## config.mk

```make
export PLATFORM = sky130hd
export DESIGN_NAME = pick_job_scheduler
export DESIGN_NICKNAME = d
export VERILOG_FILES = /design/src/rtl/pick_job_scheduler.sv
export SDC_FILE = /design/constraint.sdc
export NUM_CORES = 1
export LEC_CHECK = 0
export ABC_AREA = 1
export CAP_MARGIN = 20
export CORE_ASPECT_RATIO = 0.6
export CORE_UTILIZATION = 40
export CTS_BUF_LIST = sky130_fd_sc_hd__clkbuf_8
export DETAILED_ROUTE_END_ITERATION = 16
export HOLD_SLACK_MARGIN = 0.08
export PLACE_DENSITY = 0.66
export SLEW_MARGIN = 10
export SYNTH_ARGS = -nofsm -noshare
export SYNTH_HDL_FRONTEND = slang
export SYNTH_SLANG_ARGS = --single-unit
```

## constraint.sdc

```tcl
create_clock -name clk -period 22.6 [get_ports clk]
set_input_delay 5.65 -clock clk [delete_from_list [all_inputs] [get_ports clk]]
set_output_delay 5.65 -clock clk [all_outputs]
set_load 0.02 [all_outputs]
```

## src/rtl/pick_job_scheduler.sv

```systemverilog
// pick_job_scheduler
//   Queues pick-and-place commands arriving from uart_top and hands them to
//   the arm/table sequencer one at a time.
//
//   Capture side : cmd_valid (level) + cmd_x/y/z in, cmd_clr pulse out.
//   Dispatch side: job_start pulse + job_x/y/z out, job_done pulse in.
//   Control      : abort (synchronous flush), rst_n (asynchronous, active-low).
//   Status       : busy, level (FIFO occupancy), overflow and timeout_err
//                  (both sticky until abort or reset).
module pick_job_scheduler #(
  parameter int unsigned DEPTH      = 4,
  parameter int unsigned AW         = 2,
  parameter int unsigned CLR_CYCLES = 20,
  parameter logic [31:0] TIMEOUT    = 32'd2_500_000_000
) (
  input  logic          clk,
  input  logic          rst_n,
  input  logic          cmd_valid,
  input  logic [31:0]   cmd_x,
  input  logic [31:0]   cmd_y,
  input  logic [31:0]   cmd_z,
  output logic          cmd_clr,
  output logic          job_start,
  output logic [31:0]   job_x,
  output logic [31:0]   job_y,
  output logic [31:0]   job_z,
  input  logic          job_done,
  input  logic          abort,
  output logic          busy,
  output logic [AW:0]   level,
  output logic          overflow,
  output logic          timeout_err
);

  typedef enum logic [1:0] {C_IDLE, C_CLR, C_WAIT} cap_state_e;
  typedef enum logic [1:0] {D_IDLE, D_ISSUE, D_RUN} disp_state_e;

  localparam logic [AW:0] DEPTH_L  = (AW+1)'(DEPTH);
  localparam logic [31:0] CLR_LAST = 32'(CLR_CYCLES - 1);
  localparam logic [31:0] TO_LAST  = TIMEOUT - 32'd1;

  // FIFO storage, entries packed as {z, y, x}
  logic [95:0]  mem_q [DEPTH];
  logic [AW:0]  wr_ptr_q, wr_ptr_d;
  logic [AW:0]  rd_ptr_q, rd_ptr_d;
  logic         full, empty;
  logic         push, pop;
  logic         cap_hit;

  cap_state_e   cap_q, cap_d;
  disp_state_e  disp_q, disp_d;
  logic [31:0]  clr_cnt_q, clr_cnt_d;
  logic [31:0]  timer_q, timer_d;
  logic         overflow_q, overflow_d;
  logic         timeout_q, timeout_d;
  logic [95:0]  job_q, job_d;

  // Pointers carry one extra wrap bit, so the difference is the occupancy.
  assign level = wr_ptr_q - rd_ptr_q;
  assign full  = (level == DEPTH_L);
  assign empty = (level == '0);

  // ---------------- Capture FSM ----------------
  always_ff @(posedge clk or negedge rst_n) begin
    if (!rst_n) begin
      cap_q     <= C_IDLE;
      clr_cnt_q <= '0;
    end else begin
      cap_q     <= cap_d;
      clr_cnt_q <= clr_cnt_d;
    end
  end

  always_comb begin
    cap_d     = cap_q;
    clr_cnt_d = clr_cnt_q;
    cap_hit   = 1'b0;
    case (cap_q)
      C_IDLE: begin
        if (cmd_valid) begin
          cap_hit   = 1'b1;
          cap_d     = C_CLR;
          clr_cnt_d = '0;
        end
      end
      C_CLR: begin
        clr_cnt_d = clr_cnt_q + 32'd1;
        if (clr_cnt_q == CLR_LAST) cap_d = C_WAIT;
      end
      C_WAIT: begin
        // uart_top may still hold valid; wait for it to drop so the same
        // command is never captured twice.
        if (!cmd_valid) cap_d = C_IDLE;
      end
      default: cap_d = C_IDLE;
    endcase
  end

  always_comb begin
    cmd_clr = (cap_q == C_CLR);
  end

  // ---------------- Dispatch FSM ----------------
  always_ff @(posedge clk or negedge rst_n) begin
    if (!rst_n) begin
      disp_q  <= D_IDLE;
      timer_q <= '0;
    end else begin
      disp_q  <= disp_d;
      timer_q <= timer_d;
    end
  end

  always_comb begin
    disp_d    = disp_q;
    timer_d   = timer_q;
    timeout_d = timeout_q;
    pop       = 1'b0;
    case (disp_q)
      D_IDLE: begin
        if (!empty) begin
          pop    = 1'b1;
          disp_d = D_ISSUE;
        end
      end
      D_ISSUE: begin
        timer_d = '0;
        disp_d  = D_RUN;
      end
      D_RUN: begin
        // done wins over a timeout landing in the same cycle
        if (job_done) begin
          disp_d = D_IDLE;
        end else if (timer_q == TO_LAST) begin
          timeout_d = 1'b1;
          disp_d    = D_IDLE;
        end else begin
          timer_d = timer_q + 32'd1;
        end
      end
      default: disp_d = D_IDLE;
    endcase
    if (abort) begin
      disp_d    = D_IDLE;
      timer_d   = '0;
      timeout_d = 1'b0;
      pop       = 1'b0;
    end
  end

  always_comb begin
    job_start = (disp_q == D_ISSUE) && !abort;
    busy      = (disp_q != D_IDLE) || !empty;
  end

  // ---------------- FIFO / datapath ----------------
  assign push       = cap_hit && !full && !abort;
  assign overflow_d = abort ? 1'b0 : (overflow_q | (cap_hit & full));
  assign wr_ptr_d   = abort ? '0 : wr_ptr_q + (AW+1)'(push);
  assign rd_ptr_d   = abort ? '0 : rd_ptr_q + (AW+1)'(pop);
  // Head is read straight into the job register, so job_x/y/z hold still
  // from job_start until the next pop.
  assign job_d      = pop ? mem_q[rd_ptr_q[AW-1:0]] : job_q;

  always_ff @(posedge clk or negedge rst_n) begin
    if (!rst_n) begin
      wr_ptr_q   <= '0;
      rd_ptr_q   <= '0;
      overflow_q <= 1'b0;
      timeout_q  <= 1'b0;
      job_q      <= '0;
    end else begin
      wr_ptr_q   <= wr_ptr_d;
      rd_ptr_q   <= rd_ptr_d;
      overflow_q <= overflow_d;
      timeout_q  <= timeout_d;
      job_q      <= job_d;
    end
  end

  // Storage has no reset so it can map onto distributed/block RAM.
  always_ff @(posedge clk) begin
    if (push) mem_q[wr_ptr_q[AW-1:0]] <= {cmd_z, cmd_y, cmd_x};
  end

  assign job_x       = job_q[31:0];
  assign job_y       = job_q[63:32];
  assign job_z       = job_q[95:64];
  assign overflow    = overflow_q;
  assign timeout_err = timeout_q;

endmodule

```

==> metrics.log <==
[metrics] min cycle time layout: around 13 ns
[metrics] Max Fanout on Critical Path: 19
[metrics] Post-CTS Repair Setup Buffers: 0
[metrics] count of cell types in the netlist: 35
[metrics] number of input and output port buffers inserted: 204
[metrics] starting density of the core: between 40 and 50%
[metrics] antenna diode count: 0
[metrics] Root Buffer: sky130_fd_sc_hd__clkbuf_8
[metrics] quantity of gates resized following cts: 0
[metrics] startpoint type of the worst setup path: primary input
[metrics] number of vias in the routed layout: approximately 16000
[metrics] fraction of power consumed by sequential logic: roughly 45%
[metrics] residual overflow from global routing: 0
[metrics] Critical Path RT: ~17 ns
[metrics] critical path start-end classification: in -> out
[metrics] internal power summed over all cells: 1.95 mW
[metrics] FP Rows: 67
[metrics] Setup-failing EPs final: 0
[metrics] estimated wirelength of the detail-placed design: roughly 34 mm
[metrics] worst min-delay path category: reg -> reg
[metrics] Worst EP arrival: roughly 7.3 ns
[metrics] H-tree lvl count: 3
[metrics] ratio of cells with drive above 1 in the final layout: 7.27%
[metrics] number of sinks on the clock net: around 560
[metrics] clock latency of the later-clocked register in the worst-skew pair: 0.69 ns
[metrics] antenna-violating nets left: 0
[metrics] total clock buffers created by CTS: 83
[metrics] net switching share of the total power: between 30 and 40%
[metrics] Clk pin slew, worst setup/hold paths: 0.06 ns
[metrics] CTS Hold Bufs: 0
[metrics] synthesis-stage register bit count: between 500 and 600
[metrics] layout net count: 2390
[metrics] most used cell along the critical path: sky130_fd_sc_hd__clkdlybuf4s50_1
[metrics] Least-Margin Pin Slew: 1.05 ns
[metrics] post-synthesis area per instance: around 11 um^2
[metrics] placer congestion estimate: 0.903
[metrics] via count of the first global-routing pass: roughly 16000
[metrics] number of DRC violations after detailed routing: 0
[metrics] DRT Wirelength: between 50 and 60 mm
[metrics] cell count after placement: just under 3000
[metrics] Critical Path Max Stage Delay: just under 0.7 ns
[metrics] number of iterations in the first detailed-routing pass: 8
[metrics] Worst VDD drop: just over 0.00007 V
[metrics] core region area: about 0.057 mm^2
[metrics] Post-Syn Nets: around 2200
[metrics] final clock skew: approximately 0.033 ns
[metrics] origin of the critical flop-to-flop path: rd_ptr_q[0]$_DFF_PN0_
[metrics] switching power: just over 0.9 mW
[metrics] global router's overall resource usage: between 15 and 20%
[metrics] sequential area share after synthesis: ~70%
[metrics] Crit. path cell count: 4
[metrics] max-cap viol count: 0
[metrics] RSZ-0062 raised after global routing: no
[metrics] reg-to-reg slack, setup: 17.67 ns
[metrics] maximum number of buffers from clock root to sink: 3
[metrics] overall die height: between 150 and 200 um
[metrics] worst rel slew slack: between 30% and 40%
[metrics] fmax: 77.3 MHz
[metrics] P_leak: between 10 and 15 nW
[metrics] number of antenna violations at the first check in global routing: 6
[metrics] sum of buffers and inverters on the critical path: 3
[metrics] max-slew violation count: 0
[metrics] largest net degree at the start of global routing: 95
[metrics] post-route cell area: about 0.028 mm^2
[metrics] cell count after synthesis: around 2100
[metrics] Worst Reg2Reg Path Length in Cells: 12
[metrics] post-layout instance count excluding filler cells: between 3000 and 4000
[metrics] status: completed
[metrics] synth-to-layout area growth: 19.7%
[metrics] share of power burned in the clock network: 30.6%
[metrics] netlist area before placement: ~0.023 mm^2
[metrics] WL/cell: between 15 and 20 um
[metrics] number of placed I/O pins: approximately 200
[metrics] die area: 0.0589 mm^2
[metrics] initial drt markers: ~1500
[metrics] crit share post-route: 57.2%
[metrics] count of warnings emitted by yosys: 0
[metrics] combinational group share of total power: 24.3%
[metrics] number of vias per cell after detailed routing: between 5 and 6
[metrics] Pwr per Cell Area: slightly above 100 mW/mm^2
[metrics] CP delay by family, top: buffers and inverters
[metrics] Critical Path End: job_start
[metrics] CP endpoint kind: primary output
[metrics] Final Hold Violating Endpoints: 0
[metrics] Die Width: 313 um
[metrics] clock tree from TritonCTS: built
[metrics] FF-to-FF End: rd_ptr_q[2]$_DFF_PN0_
[metrics] final cell utilization of the core: between 40% and 50%
[metrics] placed instance area: around 0.026 mm^2
[metrics] global-route wire length before repair: approximately 91 mm
[metrics] critical path cell sequence: clkdlybuf4s50_1 -> buf_4 -> nor3_1 -> clkdlybuf4s50_1
[metrics] final hold slack: 0.477 ns
[metrics] number of stages on the worst hold path: 2
[metrics] startpoint of the most critical setup path: abort
[metrics] slowest stage cell, crit path: sky130_fd_sc_hd__clkdlybuf4s50_1
[metrics] Final TNS setup: 0 ns
## layout by cell type (no fill, tap or decap), types with 4 or more instances in the layout
| cell type | synthesis | routed |
|---|---|---|
| sky130_fd_sc_hd__nor3_2 | 0 | 4 |
| sky130_fd_sc_hd__nand2_1 | 483 | 483 |
| sky130_fd_sc_hd__ha_1 | 7 | 7 |
| sky130_fd_sc_hd__a21oi_1 | 7 | 6 |
| sky130_fd_sc_hd__buf_4 | 9 | 22 |
| sky130_fd_sc_hd__nor2_1 | 239 | 239 |
| sky130_fd_sc_hd__clkinv_1 | 1 | 8 |
| sky130_fd_sc_hd__nand4_1 | 23 | 23 |
| sky130_fd_sc_hd__nor3_1 | 15 | 11 |
| sky130_fd_sc_hd__edfxtp_1 | 384 | 384 |
| sky130_fd_sc_hd__o22ai_1 | 97 | 97 |
| sky130_fd_sc_hd__clkdlybuf4s50_1 | 0 | 203 |
| sky130_fd_sc_hd__inv_1 | 92 | 114 |
| sky130_fd_sc_hd__o21ai_0 | 125 | 125 |
| sky130_fd_sc_hd__clkbuf_8 | 0 | 104 |
| sky130_fd_sc_hd__mux2i_1 | 97 | 97 |
| sky130_fd_sc_hd__xor2_1 | 5 | 5 |
| sky130_fd_sc_hd__clkinv_2 | 0 | 13 |
| sky130_fd_sc_hd__dfrtp_1 | 172 | 170 |
| sky130_fd_sc_hd__bufinv_16 | 0 | 5 |
| sky130_fd_sc_hd__nand3_1 | 192 | 192 |
## worst min path at each step
stage                                  start                  endpoint  slack [ns]
floorplan           clr_cnt_q[0]$_DFFE_PN0P_  clr_cnt_q[0]$_DFFE_PN0P_        0.49
global placement       job_q[21]$_DFFE_PN0N_     job_q[21]$_DFFE_PN0N_        0.46
detailed placement      job_q[4]$_DFFE_PN0N_      job_q[4]$_DFFE_PN0N_        0.47
CTS                    job_q[21]$_DFFE_PN0N_     job_q[21]$_DFFE_PN0N_        0.48
global route           job_q[95]$_DFFE_PN0N_     job_q[95]$_DFFE_PN0N_        0.50
finish                 job_q[81]$_DFFE_PN0N_     job_q[81]$_DFFE_PN0N_        0.48
## tightest hold or removal path, delay by kind of cell, from the launching register on
| kind | cells | cell delay (ns) |
|---|---|---|
| DFF | 1 | 0.34 |
| and+or+nand+nor | 2 | 0.10 |
## kinds of logic after synthesis
group / after synthesis / share of synthesized area [%]
compound gates: 234 / 5.64
xor+xnor: 9 / 0.373
fa+ha+maj: 8 / 0.465
buf+inv: 190 / 3.50
flops: 556 / 68.4
mux: 97 / 4.19
simple gates: 972 / 17.4
## flip-flops by register name, summed over array words and instances (netlist names)
name	count
mem_q	384
disp_q	2
clr_cnt_q	32
timer_q	32
rd_ptr_q	3
job_q	96
wr_ptr_q	3
overflow	1
cap_q	2
timeout_err	1
## cell type report
| cell class | count | area [um^2] |
|---|---|---|
| clock buffer | 103 | 1420 |
| clock inverter | 53 | 388 |
| fill | 5062 | 28800 |
| inverter | 93 | 350 |
| multi-input combinational | 1320 | 6550 |
| sequential | 556 | 15800 |
| tap | 759 | 950 |
| timing repair buffer | 227 | 2220 |
## stage by stage
stage | power (mW) | setup slack [ns]
after floorplan | 1.68 | 9.03
after global placement | 2.00 | 9.75
after detailed placement | 2.01 | 9.67
after CTS | 2.90 | 9.67
after global routing | 3.01 | 9.63
final | 2.87 | 9.66
## synth_stat cells
cell type / number / area [um^2]
sky130_fd_sc_hd__o21ai_0: 125 / 626
sky130_fd_sc_hd__nand3b_1: 3 / 22.5
sky130_fd_sc_hd__buf_2: 15 / 75.1
sky130_fd_sc_hd__nor2_1: 239 / 897
sky130_fd_sc_hd__ha_1: 7 / 87.6
sky130_fd_sc_hd__a21o_1: 2 / 15.0
sky130_fd_sc_hd__nor3_1: 15 / 75.1
sky130_fd_sc_hd__dfrtp_1: 172 / 4300
sky130_fd_sc_hd__o22ai_1: 97 / 607
sky130_fd_sc_hd__nand2_2: 5 / 31.3
sky130_fd_sc_hd__and2_1: 2 / 12.5
sky130_fd_sc_hd__or2_2: 2 / 12.5
sky130_fd_sc_hd__o31ai_1: 1 / 7.51
sky130_fd_sc_hd__xor2_1: 5 / 43.8
sky130_fd_sc_hd__clkbuf_1: 60 / 225
sky130_fd_sc_hd__nand4_1: 23 / 144
sky130_fd_sc_hd__clkinv_1: 1 / 3.75
sky130_fd_sc_hd__nor3_4: 1 / 16.3
sky130_fd_sc_hd__nor2_2: 3 / 18.8
sky130_fd_sc_hd__nor4_1: 3 / 18.8
sky130_fd_sc_hd__a22o_1: 1 / 8.76
sky130_fd_sc_hd__mux2i_1: 97 / 971
sky130_fd_sc_hd__xnor2_1: 3 / 26.3
sky130_fd_sc_hd__buf_4: 9 / 67.6
sky130_fd_sc_hd__inv_1: 92 / 345
sky130_fd_sc_hd__o21bai_1: 1 / 7.51
sky130_fd_sc_hd__buf_6: 6 / 67.6
sky130_fd_sc_hd__fa_1: 1 / 20.0
sky130_fd_sc_hd__xor2_2: 1 / 16.3
sky130_fd_sc_hd__nand3_1: 192 / 961
sky130_fd_sc_hd__a21oi_1: 7 / 35.0
sky130_fd_sc_hd__nand2_4: 1 / 11.3
sky130_fd_sc_hd__buf_1: 7 / 26.3
sky130_fd_sc_hd__nand2_1: 483 / 1810
sky130_fd_sc_hd__edfxtp_1: 384 / 11500
## power by group through the flow
stage          sequential, mW  clock, mW  combinational [mW]
6_report                 1.29      0.877               0.697
5_1_grt                  1.30      0.945               0.757
4_1_cts                  1.29      0.900               0.704
3_5_place_dp             1.31          0               0.701
3_3_place_gp             1.31          0               0.693
2_1_floorplan            1.38          0               0.309
## routing by layer
metal / wire length, um / part of all wire [%] / vias up / track usage (%)
li1: - / - / 7664 / -
met1: 28000 / 48 / 7902 / 29.8
met2: 25500 / 43 / 477 / 29.1
met3: 4090 / 7.0 / 90 / 4.62
met4: 1020 / 1.7 / 10 / 5.25
met5: 63 / 0.11 / - / 0
No activity file was read; power rests on OpenSTA's default activity.
